==> src/rtl/fetch_pkg.sv <==
// Shared types and constants for the instruction prefetch path.
//   XLEN          : default address / instruction width
//   NOP_INSTR     : canonical RISC-V NOP (addi x0, x0, 0)
//   pc_t          : program-counter type
//   fetch_entry_t : one buffered fetch {instr, pc}
//   fetch_state_t : prefetch FSM states
package fetch_pkg;

  localparam int XLEN = 32;
  localparam logic [31:0] NOP_INSTR = 32'h0000_0013;

  typedef logic [XLEN-1:0] pc_t;

  typedef struct packed {
    logic [XLEN-1:0] instr;
    logic [XLEN-1:0] pc;
  } fetch_entry_t;

  typedef enum logic [1:0] {
    S_BOOT  = 2'd0,
    S_FETCH = 2'd1,
    S_FULL  = 2'd2
  } fetch_state_t;

endpackage

==> src/rtl/fifo_sync.sv <==
// Synchronous FIFO with flush, used as the prefetch queue.
// Ports:
//   clk, rst_n  : clock, asynchronous active-low reset
//   push, pop   : enqueue din / dequeue head (same cycle allowed, also when full)
//   flush       : empties the FIFO; wins over push and pop
//   din, dout   : write data / registered head entry (no bypass from din)
//   count       : current occupancy, 0..DEPTH
module fifo_sync #(
  parameter int DEPTH = 4,
  parameter int WIDTH = 64
) (
  input  logic                       clk,
  input  logic                       rst_n,
  input  logic                       push,
  input  logic                       pop,
  input  logic                       flush,
  input  logic [WIDTH-1:0]           din,
  output logic [WIDTH-1:0]           dout,
  output logic [$clog2(DEPTH+1)-1:0] count
);
  import fetch_pkg::*;

  localparam int AW = $clog2(DEPTH);
  localparam int CW = $clog2(DEPTH+1);
  localparam logic [CW-1:0] FULL_CNT = CW'(DEPTH);

  logic [WIDTH-1:0] r_mem [DEPTH];
  logic [AW-1:0]    r_rd_ptr;
  logic [AW-1:0]    r_wr_ptr;
  logic [CW-1:0]    r_count;
  logic             w_do_pop;
  logic             w_do_push;

  // A pop on empty is ignored; a push on full only lands when a pop frees the slot.
  assign w_do_pop  = pop && (r_count != '0);
  assign w_do_push = push && ((r_count != FULL_CNT) || w_do_pop);

  always_ff @(posedge clk or negedge rst_n) begin
    if (!rst_n) begin
      r_rd_ptr <= '0;
      r_wr_ptr <= '0;
      r_count  <= '0;
    end else if (flush) begin
      r_rd_ptr <= '0;
      r_wr_ptr <= '0;
      r_count  <= '0;
    end else begin
      if (w_do_push) r_wr_ptr <= r_wr_ptr + 1'b1;
      if (w_do_pop)  r_rd_ptr <= r_rd_ptr + 1'b1;
      case ({w_do_push, w_do_pop})
        2'b10:   r_count <= r_count + 1'b1;
        2'b01:   r_count <= r_count - 1'b1;
        default: r_count <= r_count;
      endcase
    end
  end

  // Storage is data only: not reset, contents are meaningless while count says empty.
  always_ff @(posedge clk) begin
    if (w_do_push && !flush) r_mem[r_wr_ptr] <= din;
  end

  assign dout  = r_mem[r_rd_ptr];
  assign count = r_count;

  a_no_overflow: assert property (@(posedge clk) disable iff (!rst_n)
    r_count <= FULL_CNT);

  a_no_underflow: assert property (@(posedge clk) disable iff (!rst_n)
    !(pop && !flush && (r_count == '0)));

endmodule

==> src/rtl/ifetch_buffer.sv <==
// Instruction prefetch buffer between imem and the fetch stage.
// Ports:
//   clk, reset        : clock, asynchronous active-low reset
//   imem_addr         : fetch address (imem answers combinationally)
//   imem_rdata        : instruction word at imem_addr
//   instr_valid/ready : head handshake toward the core
//   instr, instr_pc   : head instruction and its PC (NOP / 0 when empty)
//   redirect(_pc)     : flush and refetch from redirect_pc (low bits dropped)
//   misalign          : one-cycle registered flag for a redirect with pc[1:0] != 0
//   count             : FIFO occupancy
module ifetch_buffer #(
  parameter int              DEPTH    = 4,
  parameter int              XLEN     = 32,
  parameter logic [XLEN-1:0] RESET_PC = '0
) (
  input  logic                       clk,
  input  logic                       reset,
  output logic [XLEN-1:0]            imem_addr,
  input  logic [XLEN-1:0]            imem_rdata,
  output logic                       instr_valid,
  input  logic                       instr_ready,
  output logic [XLEN-1:0]            instr,
  output logic [XLEN-1:0]            instr_pc,
  input  logic                       redirect,
  input  logic [XLEN-1:0]            redirect_pc,
  output logic                       misalign,
  output logic [$clog2(DEPTH+1)-1:0] count
);
  import fetch_pkg::*;

  localparam int CW = $clog2(DEPTH+1);
  localparam logic [CW-1:0] FULL_CNT = CW'(DEPTH);
  localparam logic [CW-1:0] LAST_CNT = CW'(DEPTH-1);

  fetch_state_t    r_state;
  fetch_state_t    w_state_nxt;
  logic [XLEN-1:0] r_fetch_pc;
  logic            r_misalign;
  logic            w_push;
  logic            w_pop;
  logic [CW-1:0]   w_count;
  logic [2*XLEN-1:0] w_din;
  logic [2*XLEN-1:0] w_dout;

  // Redirect squashes both the push of the current fetch and any pop offered.
  assign w_pop  = instr_valid && instr_ready && !redirect;
  assign w_push = (r_state != S_BOOT) && !redirect &&
                  ((w_count != FULL_CNT) || w_pop);
  assign w_din  = {imem_rdata, r_fetch_pc};

  fifo_sync #(
    .DEPTH (DEPTH),
    .WIDTH (2*XLEN)
  ) u_fifo (
    .clk   (clk),
    .rst_n (reset),
    .push  (w_push),
    .pop   (w_pop),
    .flush (redirect),
    .din   (w_din),
    .dout  (w_dout),
    .count (w_count)
  );

  always_ff @(posedge clk or negedge reset) begin
    if (!reset) r_state <= S_BOOT;
    else        r_state <= w_state_nxt;
  end

  always_comb begin
    w_state_nxt = r_state;
    if (redirect) begin
      w_state_nxt = S_FETCH;
    end else begin
      case (r_state)
        S_BOOT:  w_state_nxt = S_FETCH;
        S_FETCH: if (w_push && !w_pop && (w_count == LAST_CNT)) w_state_nxt = S_FULL;
        S_FULL:  if (w_pop) w_state_nxt = S_FETCH;
        default: w_state_nxt = S_BOOT;
      endcase
    end
  end

  always_ff @(posedge clk or negedge reset) begin
    if (!reset) begin
      r_fetch_pc <= RESET_PC;
      r_misalign <= 1'b0;
    end else begin
      r_misalign <= redirect && (redirect_pc[1:0] != 2'b00);
      if (redirect)    r_fetch_pc <= {redirect_pc[XLEN-1:2], 2'b00};
      else if (w_push) r_fetch_pc <= r_fetch_pc + XLEN'(4);
    end
  end

  assign imem_addr   = r_fetch_pc;
  assign misalign    = r_misalign;
  assign count       = w_count;
  assign instr_valid = (w_count != '0);
  assign instr       = instr_valid ? w_dout[2*XLEN-1:XLEN] : XLEN'(NOP_INSTR);
  assign instr_pc    = instr_valid ? w_dout[XLEN-1:0]      : '0;

endmodule
==> config.mk <==
export PLATFORM = sky130hd
export DESIGN_NAME = ifetch_buffer
export DESIGN_NICKNAME = d
export VERILOG_FILES = /design/src/rtl/fetch_pkg.sv /design/src/rtl/fifo_sync.sv /design/src/rtl/ifetch_buffer.sv
export SDC_FILE = /design/constraint.sdc
export NUM_CORES = 1
export LEC_CHECK = 0
export BUFFER_PORTS_ARGS = -buffer_cell sky130_fd_sc_hd__buf_4
export CORE_MARGIN = 2
export CORE_UTILIZATION = 52
export DETAILED_ROUTE_END_ITERATION = 8
export PLACE_DENSITY = 0.79
export SLEW_MARGIN = 20
export SYNTH_ARGS = -nofsm -noshare
export SYNTH_HDL_FRONTEND = slang
export SYNTH_SLANG_ARGS = --single-unit
==> constraint.sdc <==
create_clock -name clk -period 2.8 [get_ports clk]
set_clock_uncertainty 0.05 [all_clocks]
set_input_delay 0.14 -clock clk [delete_from_list [all_inputs] [get_ports clk]]
set_output_delay 0.14 -clock clk [all_outputs]
set_load 0.01 [all_outputs]
Word level (Yosys, flattened, before mapping)
Memories as Yosys holds them, arrays and structs flattened.
Index checks and enable logic that the tools add are counted.
Operators by class
  reductions and logical operators: 23
  multiplexer cells: 16
  add/sub/neg operators: 5
  equality and inequality tests: 8
Operator list (count)
  $mux 32: 4
  $add 32x3->32 const B: 1
  $mux 2: 7
  $logic_and 1x1->1: 10
  $reduce_bool 2->1: 5
  $ne 3x3->1 const B: 2
  $pmux 2 s3: 1
  $pmux 3 s2: 1
  $reduce_bool 3->1: 2
  $add 2x1->2 const B: 2
  $eq 2x1->1 const B: 2
  $eq 2x2->1 const B: 2
  $add 3x1->3 const B: 1
  $eq 3x2->1 const B: 1
  $mux 3: 1
  $ne 3x2->1 const B: 1
  $sub 3x1->3 const B: 1
  $logic_not 1->1: 2
  $logic_not 2->1: 1
  $logic_or 1x1->1: 2
  $mux 1: 2
  $reduce_and 2->1: 1
Storage, ports and cells
  memory bits (writable): 256
  bits of input ports: 68
  memories: 1
  register bits after elaboration: 42
  output and inout port bits: 101
Memories
  u_fifo.r_mem: depth 4, width 64, read ports 1, clocked after memory_dff 0, wr ports 1, line fifo_sync.sv:27  | logic [WIDTH-1:0] r_mem [DEPTH];

Longest topological paths before layout
  word-level depth: 10
  mapped depth: 7

Modules after synthesis
A second synthesis with hierarchy kept.
Unflattened totals
  cells, all modules: 705
  area total of the unflattened synthesis: 12271.8 µm²
By module, submodules not included
  fifo_sync: instances 1, area each 9811.9 µm², cells an instance 397
  ifetch_buffer: instances 1, area each 2459.9 µm², cells an instance 308

Worst setup path before layout
Ideal clock, no wire load.
  kind: register to register
  start: register u_fifo.r_count[0], in the netlist u_fifo.count[0]
  end: memory u_fifo.r_mem[1][10] (enable)
  cell stages (with the launch flop): 5
  setup time: 426 ps
  arrival time: 2395 ps
  buffers on the path: 1
  required time: 2324 ps
  path slack: -71 ps
  cell sequence: dfrtp_1 -> buf_4 -> nor4b_4 -> nor3_1 -> and2_1
Between the ends
  longest elaborated chain between the ends: 9
Ends and longest elaborated chain
  start, declared: line fifo_sync.sv:30  | logic [CW-1:0] r_count;
  start signal, assigned: line fifo_sync.sv:51  | 2'b10: r_count <= r_count + 1'b1;
  start signal, assigned: line fifo_sync.sv:52  | 2'b01: r_count <= r_count - 1'b1;
  start signal, assigned: line fifo_sync.sv:53  | default: r_count <= r_count;
  $reduce_bool 3->1: line fifo_sync.sv:35, ifetch_buffer.sv:98
  $logic_and 1x1->1 (2 in a row): line ifetch_buffer.sv:46  | assign w_pop = instr_valid && instr_ready && !redirect;
  $logic_or 1x1->1 / $logic_and 1x1->1 (equally long branches): line ifetch_buffer.sv:48, fifo_sync.sv:35
  $logic_and 1x1->1 / $logic_or 1x1->1 (equally long branches): line ifetch_buffer.sv:47, fifo_sync.sv:36
  $logic_and 1x1->1 *: line fifo_sync.sv:36  | assign w_do_push = push && ((r_count != FULL_CNT) || w_do_pop);
  $logic_and 1x1->1 *: line fifo_sync.sv:60  | if (w_do_push && !flush) r_mem[r_wr_ptr] <= din;
  $mux 1 *: line fifo_sync.sv:60
  $mux 1 (not written as such) *: line fifo_sync.sv:60
  end, declared: line fifo_sync.sv:27
Mark *: on every way between the ends. The rest lies on a longest branch, timed or not.

Worst setup path after layout
  start: register u_fifo.r_rd_ptr[0]
  end: output port instr[31]
Between the ends
  longest elaborated chain between the ends: 2
Ends and longest elaborated chain
  start, declared: line fifo_sync.sv:28  | logic [AW-1:0] r_rd_ptr;
  start signal, assigned: line fifo_sync.sv:49  | if (w_do_pop) r_rd_ptr <= r_rd_ptr + 1'b1;
  $mem_v2 4x64
  $mux 32: line ifetch_buffer.sv:99  | assign instr = instr_valid ? w_dout[2*XLEN-1:XLEN] : XLEN'(NOP_INSTR);
  end, declared: line ifetch_buffer.sv:22  | output logic [XLEN-1:0] instr,
Every way passes these cells.

==> impl_metrics.csv <==
group,metric,value,unit
routing,ant_nets,0,
cts,clk_transition_reported_paths,60,ps
cts,post-cts-setup-buffer-count,0,
critical_path,critical_path_peak_fanout,28,
routing,routed_wire_length,25200,um
timing,achievable-frequency,380,MHz
synthesis,yosys.cell_count.top_type,"sky130_fd_sc_hd__edfxtp_1",
synthesis,postSynth.asyncResetShare,13.9,%
global_routing,global_route.usage.total,21.2,%
timing,worst_pin_slew,647,ps
timing,timing_max_transition_violations_final,0,
timing,setup_tns,0,ps
synthesis,ys_seq_area_share,71.6,%
timing,finalCriticalPeriod,2630,ps
final_layout,design_area,0.0151,mm^2
cts,cts_inserted_buffers,29,
cts,clock_path_buffers,3,
cts,tritoncts,"done",
synthesis,synth.ff_latch_count,288,
synthesis,synth.top_cells.by_count,"248 x sky130_fd_sc_hd__edfxtp_1, 62 x sky130_fd_sc_hd__mux4_2, 61 x sky130_fd_sc_hd__nor2b_1",
place,buffer_ports.inserted,164,
final_layout,finalNetCount,988,
routing,dr_total_vias,6929,
routing,avgViaCountPerCell,5.67,
die,initial_utilization,52.6,%
die,std_cell_rows,55,
die,floorplan.io_pins,169,
routing,post-route-drc-count,0,
cts,worstSkewPairLatency,540,ps
cts,ctsHtreeMaxLevel,1,
die,chipHeight,155,um
routing,detailedRoute.firstIterationViolations,666,
power,cellLeakagePower,5.33,nW
final_layout,post_route_cells_drive_above_1_share,32.9,%
synthesis,post-synth-top-area-cell,"sky130_fd_sc_hd__edfxtp_1",
place,placedInstanceArea,0.0135,mm^2
synthesis,syn-instance-count,668,
synthesis,synth_area_per_cell,17.7,um^2
final_layout,syn_to_final_growth,27.9,%
synthesis,cell_area_after_synthesis,0.0118,mm^2
die,die_area,0.0239,mm^2
cts,cts_resized,0,
final_layout,antenna-diode-count,0,
power,powerDensity,873,mW/mm^2
global_routing,number_of_antenna_violations_at_the_first_check_in_global_routing,0,
timing,timing.max_slew.rel_slack,56.4,%
place,hpwl,15200,um
routing,drt_pass1_iterations,5,
cts,cts_num_sinks,288,
global_routing,first_pass_grt_wire_length,39200,um
timing,period_share,94.0,%
synthesis,synth_largest_type_area_fraction,63.1,%
synthesis,synthFlopType,"sky130_fd_sc_hd__edfxtp_1",
cts,hold_buffers,66,
place,gp_congestion,0.847,
die,coreArea,0.0224,mm^2
global_routing,grt_max_degree,64,
global_routing,vias_in_the_first_global_route,7141,
critical_path,worst_setup_path_start_kind,"flop",
run_status,outcome,"finished, final reports clean",
critical_path,worst-setup-path-type,"flop to primary output",
timing,finalHoldViolCount,0,
critical_path,critical_path_required_time,2610,ps
die,die_w,155,um
critical_path,end_kind,"primary output",
timing,rsz0062_at_grt,"no",
worst_hold_path,hold_path_class,"input pin to asynchronous set/reset pin",
cts,cts_root_buf,"sky130_fd_sc_hd__clkbuf_16",
critical_path,critical_path_arrival,2440,ps
synthesis,post_synth_num_cell_types,48,
routing,detail_route.wl_per_cell,20.6,um
timing,setup_viol,0,
synthesis,synth_edf_count,248,
job,maxCapViolCount,0,
synthesis,synth-warning-count,0,
synthesis,post_synth_main_area_contributors,"sky130_fd_sc_hd__edfxtp_1 63%, sky130_fd_sc_hd__mux4_2 12%, sky130_fd_sc_hd__dfrtp_1 8.5%",
power,worst_ir_drop_vdd,0.502,mV
global_routing,grt-ovfl-total,0,
[registers in the layout (all words and copies together), names as in the netlist]
signal           count
u_fifo.count         3
imem_addr           30
u_fifo.r_mem       248
misalign             1
u_fifo.r_wr_ptr      2
r_state              2
u_fifo.r_rd_ptr      2
[logic make-up (layout without fill, tap and decap cells)]
family | Yosys count | count (layout) | share of synthesized area (%)
adders and majority gates | 6 | 6 | 0.700
xor gates and xnor gates | 13 | 13 | 0.965
DFF | 288 | 288 | 71.6
AOI/OAI and AO/OA | 56 | 56 | 3.18
and+or+nand+nor | 194 | 194 | 9.54
buffers and inverters | 43 | 309 | 1.69
muxes | 67 | 67 | 12.3
other | 1 | 4 | 0.0318
[stage by stage]
stage	hold WS, ps	util (%)	power (mW)	cells	worst slack [ps]
after global routing	102	67.3	13.8	1222	43.3
final	66.2	67.3	13.2	1222	167
after detailed placement	110	60.3	9.60	1102	456
after floorplan	-206	-	7.83	671	599
after CTS	71.5	67.3	13.3	1222	119
after global placement	104	60.3	9.52	1102	578
[cell type report]
class | instances | area [um^2]
flip-flops and latches | 288 | 8450
fillers | 1497 | 7350
multi-input cells | 340 | 3180
repair buffers | 249 | 2180
clock buffers | 33 | 741
well taps | 285 | 357
clock inverters | 21 | 154
inverters | 6 | 22.5
[worst max-delay path, cell delays in order, from the launching register on]
cell	delay (ps)
sky130_fd_sc_hd__dfrtp_4	700
sky130_fd_sc_hd__buf_12	310
sky130_fd_sc_hd__mux4_2	550
sky130_fd_sc_hd__nor2b_1	150
sky130_fd_sc_hd__buf_4	160
[cells in the final DEF (no fill, tap or decap), types with 11 or more instances in the layout]
master and instances:
sky130_fd_sc_hd__nand2_1 28, sky130_fd_sc_hd__or4_1 16, sky130_fd_sc_hd__a31oi_1 15, sky130_fd_sc_hd__mux4_2 62, sky130_fd_sc_hd__nor2b_1 61, sky130_fd_sc_hd__nand3_1 15
sky130_fd_sc_hd__buf_12 12, sky130_fd_sc_hd__buf_4 171, sky130_fd_sc_hd__nor2_1 26, sky130_fd_sc_hd__dlygate4sd3_1 66, sky130_fd_sc_hd__edfxtp_1 248, sky130_fd_sc_hd__dfrtp_1 38
sky130_fd_sc_hd__o21ai_0 12, sky130_fd_sc_hd__clkinv_2 11, sky130_fd_sc_hd__o31ai_1 14, sky130_fd_sc_hd__clkbuf_16 29
[power breakdown]
part / internal, mW / switching, mW / total [mW]
sequential: 5.35 / 0.404 / 5.76
clock: 2.08 / 1.55 / 3.62
combinational: 1.98 / 1.81 / 3.80
[layer usage]
layer | up-vias | part of all wire, % | GRT usage [%]
met3 | 36 | 6.5 | 3.59
li1 | 3141 | - | -
met2 | 274 | 50 | 35.5
met1 | 3478 | 42 | 29.6
met5 | - | 0 | 0
met4 | 0 | 1.5 | 4.94
[path summary, 6_finish.rpt]
path	depth (start not counted)	slack, ps	start	endpoint
setup / recovery	4	170	u_fifo.r_rd_ptr[0]$_DFFE_PN0P_	instr[31]
hold / removal	2	70	reset	u_fifo.count[1]$_DFFE_PN0P_
setup reg to reg	4	430	u_fifo.count[0]$_DFFE_PN0P_	u_fifo.r_mem[2][35]$_DFFE_PP_
hold reg to reg	0	570	imem_addr[29]$_DFFE_PN0N_	u_fifo.r_mem[1][29]$_DFFE_PP_
max in group asynchronous	2	2240	reset	u_fifo.r_rd_ptr[0]$_DFFE_PN0P_
min in group clk	3	100	redirect	u_fifo.r_rd_ptr[1]$_DFFE_PN0P_
Note: power is estimated with default switching activity, not from simulation.
